--- config.mk ---
export PLATFORM = sky130hd
export DESIGN_NAME = reg_bank_arbiter
export DESIGN_NICKNAME = d
export VERILOG_FILES = /design/src/rtl/reg_bank_arbiter.sv
export SDC_FILE = /design/constraint.sdc
export NUM_CORES = 1
export LEC_CHECK = 0
export CAP_MARGIN = 20
export CORE_MARGIN = 2
export CORE_UTILIZATION = 36
export CTS_CLUSTER_SIZE = 30
export DETAILED_ROUTE_END_ITERATION = 6
export HOLD_SLACK_MARGIN = 0.1
export PLACE_DENSITY_LB_ADDON = 0.15
export RECOVER_POWER = 100
export SLEW_MARGIN = 20
export SYNTH_ARGS = -nofsm -noshare
export SYNTH_HDL_FRONTEND = slang
export SYNTH_SLANG_ARGS = --single-unit
--- constraint.sdc ---
create_clock -name SYS_CLK -period 1.8 [get_ports SYS_CLK]
set_input_delay 0.36 -clock SYS_CLK [delete_from_list [all_inputs] [get_ports SYS_CLK]]
set_output_delay 0.36 -clock SYS_CLK [all_outputs]
set_load 0.02 [all_outputs]
--- src/rtl/reg_bank_arbiter.sv ---
// Round-robin arbiter sharing a single-port synchronous-read register bank
// between NREQ requesters, with LOCK-based atomic bursts and a lock timeout.
module reg_bank_arbiter #(
  parameter int unsigned NREQ     = 4,
  parameter int unsigned AW       = 7,
  parameter int unsigned DW       = 16,
  parameter int unsigned LOCK_MAX = 64
) (
  input  logic               SYS_CLK,
  input  logic               SYS_RST_N,
  input  logic [NREQ-1:0]    REQ,
  input  logic [NREQ-1:0]    REQ_WE,
  input  logic [NREQ-1:0]    LOCK,
  input  logic [NREQ*AW-1:0] REQ_ADDR,
  input  logic [NREQ*DW-1:0] REQ_WDATA,
  output logic [NREQ-1:0]    GNT,
  output logic [NREQ-1:0]    ACK,
  output logic [DW-1:0]      RDATA,
  output logic               LOCK_ERR,
  output logic [AW-1:0]      BANK_ADDR,
  output logic [DW-1:0]      BANK_WDATA,
  output logic               BANK_WE,
  input  logic [DW-1:0]      BANK_RDATA
);

  localparam int unsigned IW = (NREQ > 1) ? $clog2(NREQ) : 1;
  localparam int unsigned CW = $clog2(LOCK_MAX + 1);

  localparam logic [2:0] S_IDLE  = 3'd0;
  localparam logic [2:0] S_GRANT = 3'd1;
  localparam logic [2:0] S_CAPT  = 3'd2;
  localparam logic [2:0] S_DONE  = 3'd3;
  localparam logic [2:0] S_HOLD  = 3'd4;

  logic [2:0]      state_q, state_d;
  logic [NREQ-1:0] gnt_q, gnt_d;
  logic [NREQ-1:0] ack_q, ack_d;
  logic [DW-1:0]   rdata_q, rdata_d;
  logic            lock_err_q, lock_err_d;
  logic [AW-1:0]   addr_q, addr_d;
  logic [DW-1:0]   wdata_q, wdata_d;
  logic            we_q, we_d;
  logic [IW-1:0]   last_q, last_d;
  logic [IW-1:0]   owner_q, owner_d;
  logic [CW-1:0]   cnt_q, cnt_d;

  logic            win_found;
  logic [IW-1:0]   win_idx;
  logic [IW-1:0]   scan_idx;
  int unsigned     scan;
  logic [IW-1:0]   sel;
  logic [AW-1:0]   ld_addr;
  logic [DW-1:0]   ld_wdata;

  // Round-robin scan starting just after the last winner, wrapping at NREQ.
  always_comb begin
    win_found = 1'b0;
    win_idx   = '0;
    scan      = 0;
    scan_idx  = '0;
    for (int unsigned i = 1; i <= NREQ; i++) begin
      scan     = (32'(last_q) + i) % NREQ;
      scan_idx = IW'(scan);
      if (!win_found && REQ[scan_idx]) begin
        win_found = 1'b1;
        win_idx   = scan_idx;
      end
    end
  end

  always_comb begin
    sel      = (state_q == S_IDLE) ? win_idx : owner_q;
    ld_addr  = REQ_ADDR[32'(sel)*AW +: AW];
    ld_wdata = REQ_WDATA[32'(sel)*DW +: DW];
  end

  always_comb begin
    state_d    = state_q;
    gnt_d      = gnt_q;
    ack_d      = '0;
    rdata_d    = rdata_q;
    lock_err_d = 1'b0;
    addr_d     = addr_q;
    wdata_d    = wdata_q;
    we_d       = 1'b0;
    last_d     = last_q;
    owner_d    = owner_q;
    cnt_d      = cnt_q;
    case (state_q)
      S_IDLE: begin
        if (win_found) begin
          owner_d         = win_idx;
          gnt_d           = '0;
          gnt_d[win_idx]  = 1'b1;
          addr_d          = ld_addr;
          wdata_d         = ld_wdata;
          we_d            = REQ_WE[win_idx];
          state_d         = S_GRANT;
        end
      end
      S_GRANT: state_d = S_CAPT;
      S_CAPT: begin
        rdata_d = BANK_RDATA;
        ack_d   = gnt_q;
        state_d = S_DONE;
      end
      S_DONE: begin
        if (LOCK[owner_q]) begin
          cnt_d   = '0;
          state_d = S_HOLD;
        end else begin
          gnt_d   = '0;
          last_d  = owner_q;
          state_d = S_IDLE;
        end
      end
      S_HOLD: begin
        if (REQ[owner_q]) begin
          addr_d  = ld_addr;
          wdata_d = ld_wdata;
          we_d    = REQ_WE[owner_q];
          state_d = S_GRANT;
        end else if (!LOCK[owner_q]) begin
          gnt_d   = '0;
          last_d  = owner_q;
          state_d = S_IDLE;
        end else if (cnt_q == CW'(LOCK_MAX - 1)) begin
          gnt_d      = '0;
          last_d     = owner_q;
          lock_err_d = 1'b1;
          state_d    = S_IDLE;
        end else begin
          cnt_d = cnt_q + 1'b1;
        end
      end
      default: begin
        gnt_d   = '0;
        state_d = S_IDLE;
      end
    endcase
  end

  always_ff @(posedge SYS_CLK or negedge SYS_RST_N) begin
    if (!SYS_RST_N) begin
      state_q    <= S_IDLE;
      gnt_q      <= '0;
      ack_q      <= '0;
      rdata_q    <= '0;
      lock_err_q <= 1'b0;
      addr_q     <= '0;
      wdata_q    <= '0;
      we_q       <= 1'b0;
      last_q     <= IW'(NREQ - 1);
      owner_q    <= '0;
      cnt_q      <= '0;
    end else begin
      state_q    <= state_d;
      gnt_q      <= gnt_d;
      ack_q      <= ack_d;
      rdata_q    <= rdata_d;
      lock_err_q <= lock_err_d;
      addr_q     <= addr_d;
      wdata_q    <= wdata_d;
      we_q       <= we_d;
      last_q     <= last_d;
      owner_q    <= owner_d;
      cnt_q      <= cnt_d;
    end
  end

  assign GNT        = gnt_q;
  assign ACK        = ack_q;
  assign RDATA      = rdata_q;
  assign LOCK_ERR   = lock_err_q;
  assign BANK_ADDR  = addr_q;
  assign BANK_WDATA = wdata_q;
  assign BANK_WE    = we_q;

endmodule

==> metrics.yaml <==
avgSynthCellArea_um2: 11.48
htree_levels: 3
cellLeakagePower_nw: 2.624
place.gp.congestion: 0.8417
switching_share: 0.3713
grt_start_max_net_pins: 64
netSwitchingPower_mw: 4.060
cts_tree: "built"
final_util: 0.6911
synth_nets: 411
yosys_warnings: 0
grt_pass1_vias: 3302
fin_cells: 613
busiest_layer: "met2"
relSlewSlack: 0.4092
async_flop_share: 1.000
die_w_um: 99.83
path_class: "reg2reg"
worst_pin_slew_ns: 0.8861
drv_slew: 0
final_area_um2: 6086
drc_errors: 0
ys_seq_elements: 63
violations: "setup timing"
met3_usage: 0.05014
peakVddDrop_uv: 720.6
grt_antenna_before_repair: 0
syn2layout_area_growth_pct: 84.10
syn_area_um2: 3306
seqPwrFrac: 0.221
arrival_ns: 2.16
met1_usage: 0.2589
die-area_um2: 9965
initial_core_util: 0.3754
nets: 623
synthTopCellsByArea: "dfrtp_1 (46%), mux2i_1 (14%), mux2_2 (6.8%), o221ai_1 (6.1%), nand2_1 (3.9%)"
p_clk_frac: 0.152
internal-power_mw: 6.875
timing.final.ws_setup_ns: -0.1610
cts.sinks: 63
final_cell_mix: "clkdlybuf4s50_1 (141), dfrtp_1 (61), nand2_1 (34)"
use_met2: 0.3685
p_comb_frac: 0.628
outcome: "finished with violations"
dieHeight_um: 99.83
wirelength_um: 10640
critPathLaunchType: "register"
fin_total_pwr_mw: 10.94
maxCapViolCount: 0
end_kind: "register"
synth-edff-count: 0
num_rows: 34
diodes: 0
dp_cells: 586
layout-drive-gt1-share: 0.2653
power_density_nw_per_um2: 1797
root_buffer: "clkbuf_8"
drt_first_pass_iters: 4
fin_setup_tns_ns: -3.409
grt_first_pass_wirelength_um: 16350
hold_class: "reg2reg"
synth_cell_types: 49
dr.first_iter.drc_count: 99
timing.final.crit_share: 1.089
setup-violations-final: 28
grt-ovfl-total: 0
io_pins: 171
vias: 3131
avgViaCountPerCell: 5.108
synth_ff_type: "dfrtp_1"
fin_worst_skew_ns: 0.01132
synth_area_leader_cell: "dfrtp_1"
ys_seq_area_frac: 0.4777
coreArea_um2: 8806
rsz0062_at_grt: "true"
port_buffers: 170
fmax_mhz: 509.9
clkTransAtPathRegs_ns: 0.08
syn_inst: 288
period_needed_ns: 1.961
hpwlAfterDp_um: 7464
clock_path_buffers: 2
yosys.area.top_type_share: 0.4618
pre_cts_slack_ns: -0.5969
place_area_um2: 5461
final-hold-violation-count: 0
final_common_cell: "clkdlybuf4s50_1"
clk_latency_ns: 0.34
track_usage: 0.2100
crit_required_ns: 2.00
whs_ns: 0.4874
crit_fanout: 9
drt-wirelength-per-cell_um: 17.35
detail-route-antenna-nets: 0
cts_buffers: 9
[layout make-up]
cell class                      count  area, um2
Fill cell                         659       2720
Timing Repair Buffer              220       2245
Multi-Input combinational cell    201       1837
Sequential cell                    63       1579
Clock inverter                      7      145.1
Tap cell                          108      135.1
Clock buffer                        9      123.9
Inverter                            5      21.27
[sequential cells by signal (all words and copies together), names as in the netlist]
| name | flops |
|---|---|
| LOCK_ERR | 1 |
| owner_q | 2 |
| BANK_WE | 1 |
| cnt_q | 7 |
| state_q | 3 |
| GNT | 4 |
| BANK_WDATA | 16 |
| BANK_ADDR | 7 |
| RDATA | 16 |
| last_q | 2 |
| ACK | 4 |
[critical path, stage by stage (launching register included)]
cell and delay [ns]:
dfstp_2 0.58, mux2i_1 0.09, o21a_1 0.22, a31oi_4 0.25, buf_12 0.18, buf_12 0.14
mux2i_2 0.23, o221ai_1 0.13
[synthesized netlist by cell type, drive strengths merged, types with 2 or more instances]
cell type and n:
mux2i 47, buf 14, o21a 2, o31ai 3
mux4 3, nand2 34, a22o 5, o221ai 23
a21boi 2, o21ai 9, mux2 20, inv 5
dfstp 2, a21oi 4, dfrtp 61, clkbuf 5
nor3b 2, or2 2, nor3 4, nor2 9
a31oi 4, nand2b 3, and2 8
[timing repair]
action	CTS	global route
gates resized for setup	43	32
endpoints found under the hold margin	61	0
pin swaps	17	14
cloned	4	0
buffers inserted	8	3
hold buffers	1	0
endpoints found under the setup margin	36	38
[kinds of logic (layout without fill, tap and decap cells)]
group | after synthesis | after routing | synth area share
mux | 70 | 70 | 0.2332
simple gates | 71 | 71 | 0.1056
flops | 63 | 63 | 0.4777
compound gates | 58 | 58 | 0.1374
buf+inv | 24 | 241 | 0.03974
fa+ha+maj | 1 | 1 | 0.003784
xor+xnor | 1 | 1 | 0.002650
[worst paths after layout]
check	cells past startpoint	slack, ns	end	startpoint
min reg2reg	2	0.49	BANK_WDATA[14]$_DFFE_PN0P_	BANK_WDATA[14]$_DFFE_PN0P_
max reg2reg	7	-0.16	BANK_WDATA[6]$_DFFE_PN0P_	last_q[1]$_DFFE_PN1P_
min	2	0.49	BANK_WDATA[14]$_DFFE_PN0P_	BANK_WDATA[14]$_DFFE_PN0P_
min in group asynchronous	3	0.77	cnt_q[1]$_DFFE_PN0P_	SYS_RST_N
max in group asynchronous	3	0.44	ACK[0]$_DFF_PN0_	SYS_RST_N
max	7	-0.16	BANK_WDATA[6]$_DFFE_PN0P_	last_q[1]$_DFFE_PN1P_
[power by group through the flow]
| stage | sequential [mW] | combinational, mW | clock [mW] |
|---|---|---|---|
| after floorplan | 3.00 | 2.70 | 0 |
| after global placement | 2.42 | 5.94 | 0 |
| after detailed placement | 2.45 | 6.04 | 0 |
| after CTS | 2.43 | 6.85 | 1.69 |
| after global routing | 2.49 | 7.30 | 1.74 |
| final | 2.41 | 6.86 | 1.66 |
[layer usage]
metal,share of wire,vias up
li1,-,1501
met1,0.41,1479
met2,0.49,136
met3,0.078,15
met4,0.016,0
met5,0,-
Note: power is estimated with default switching activity, not from simulation.
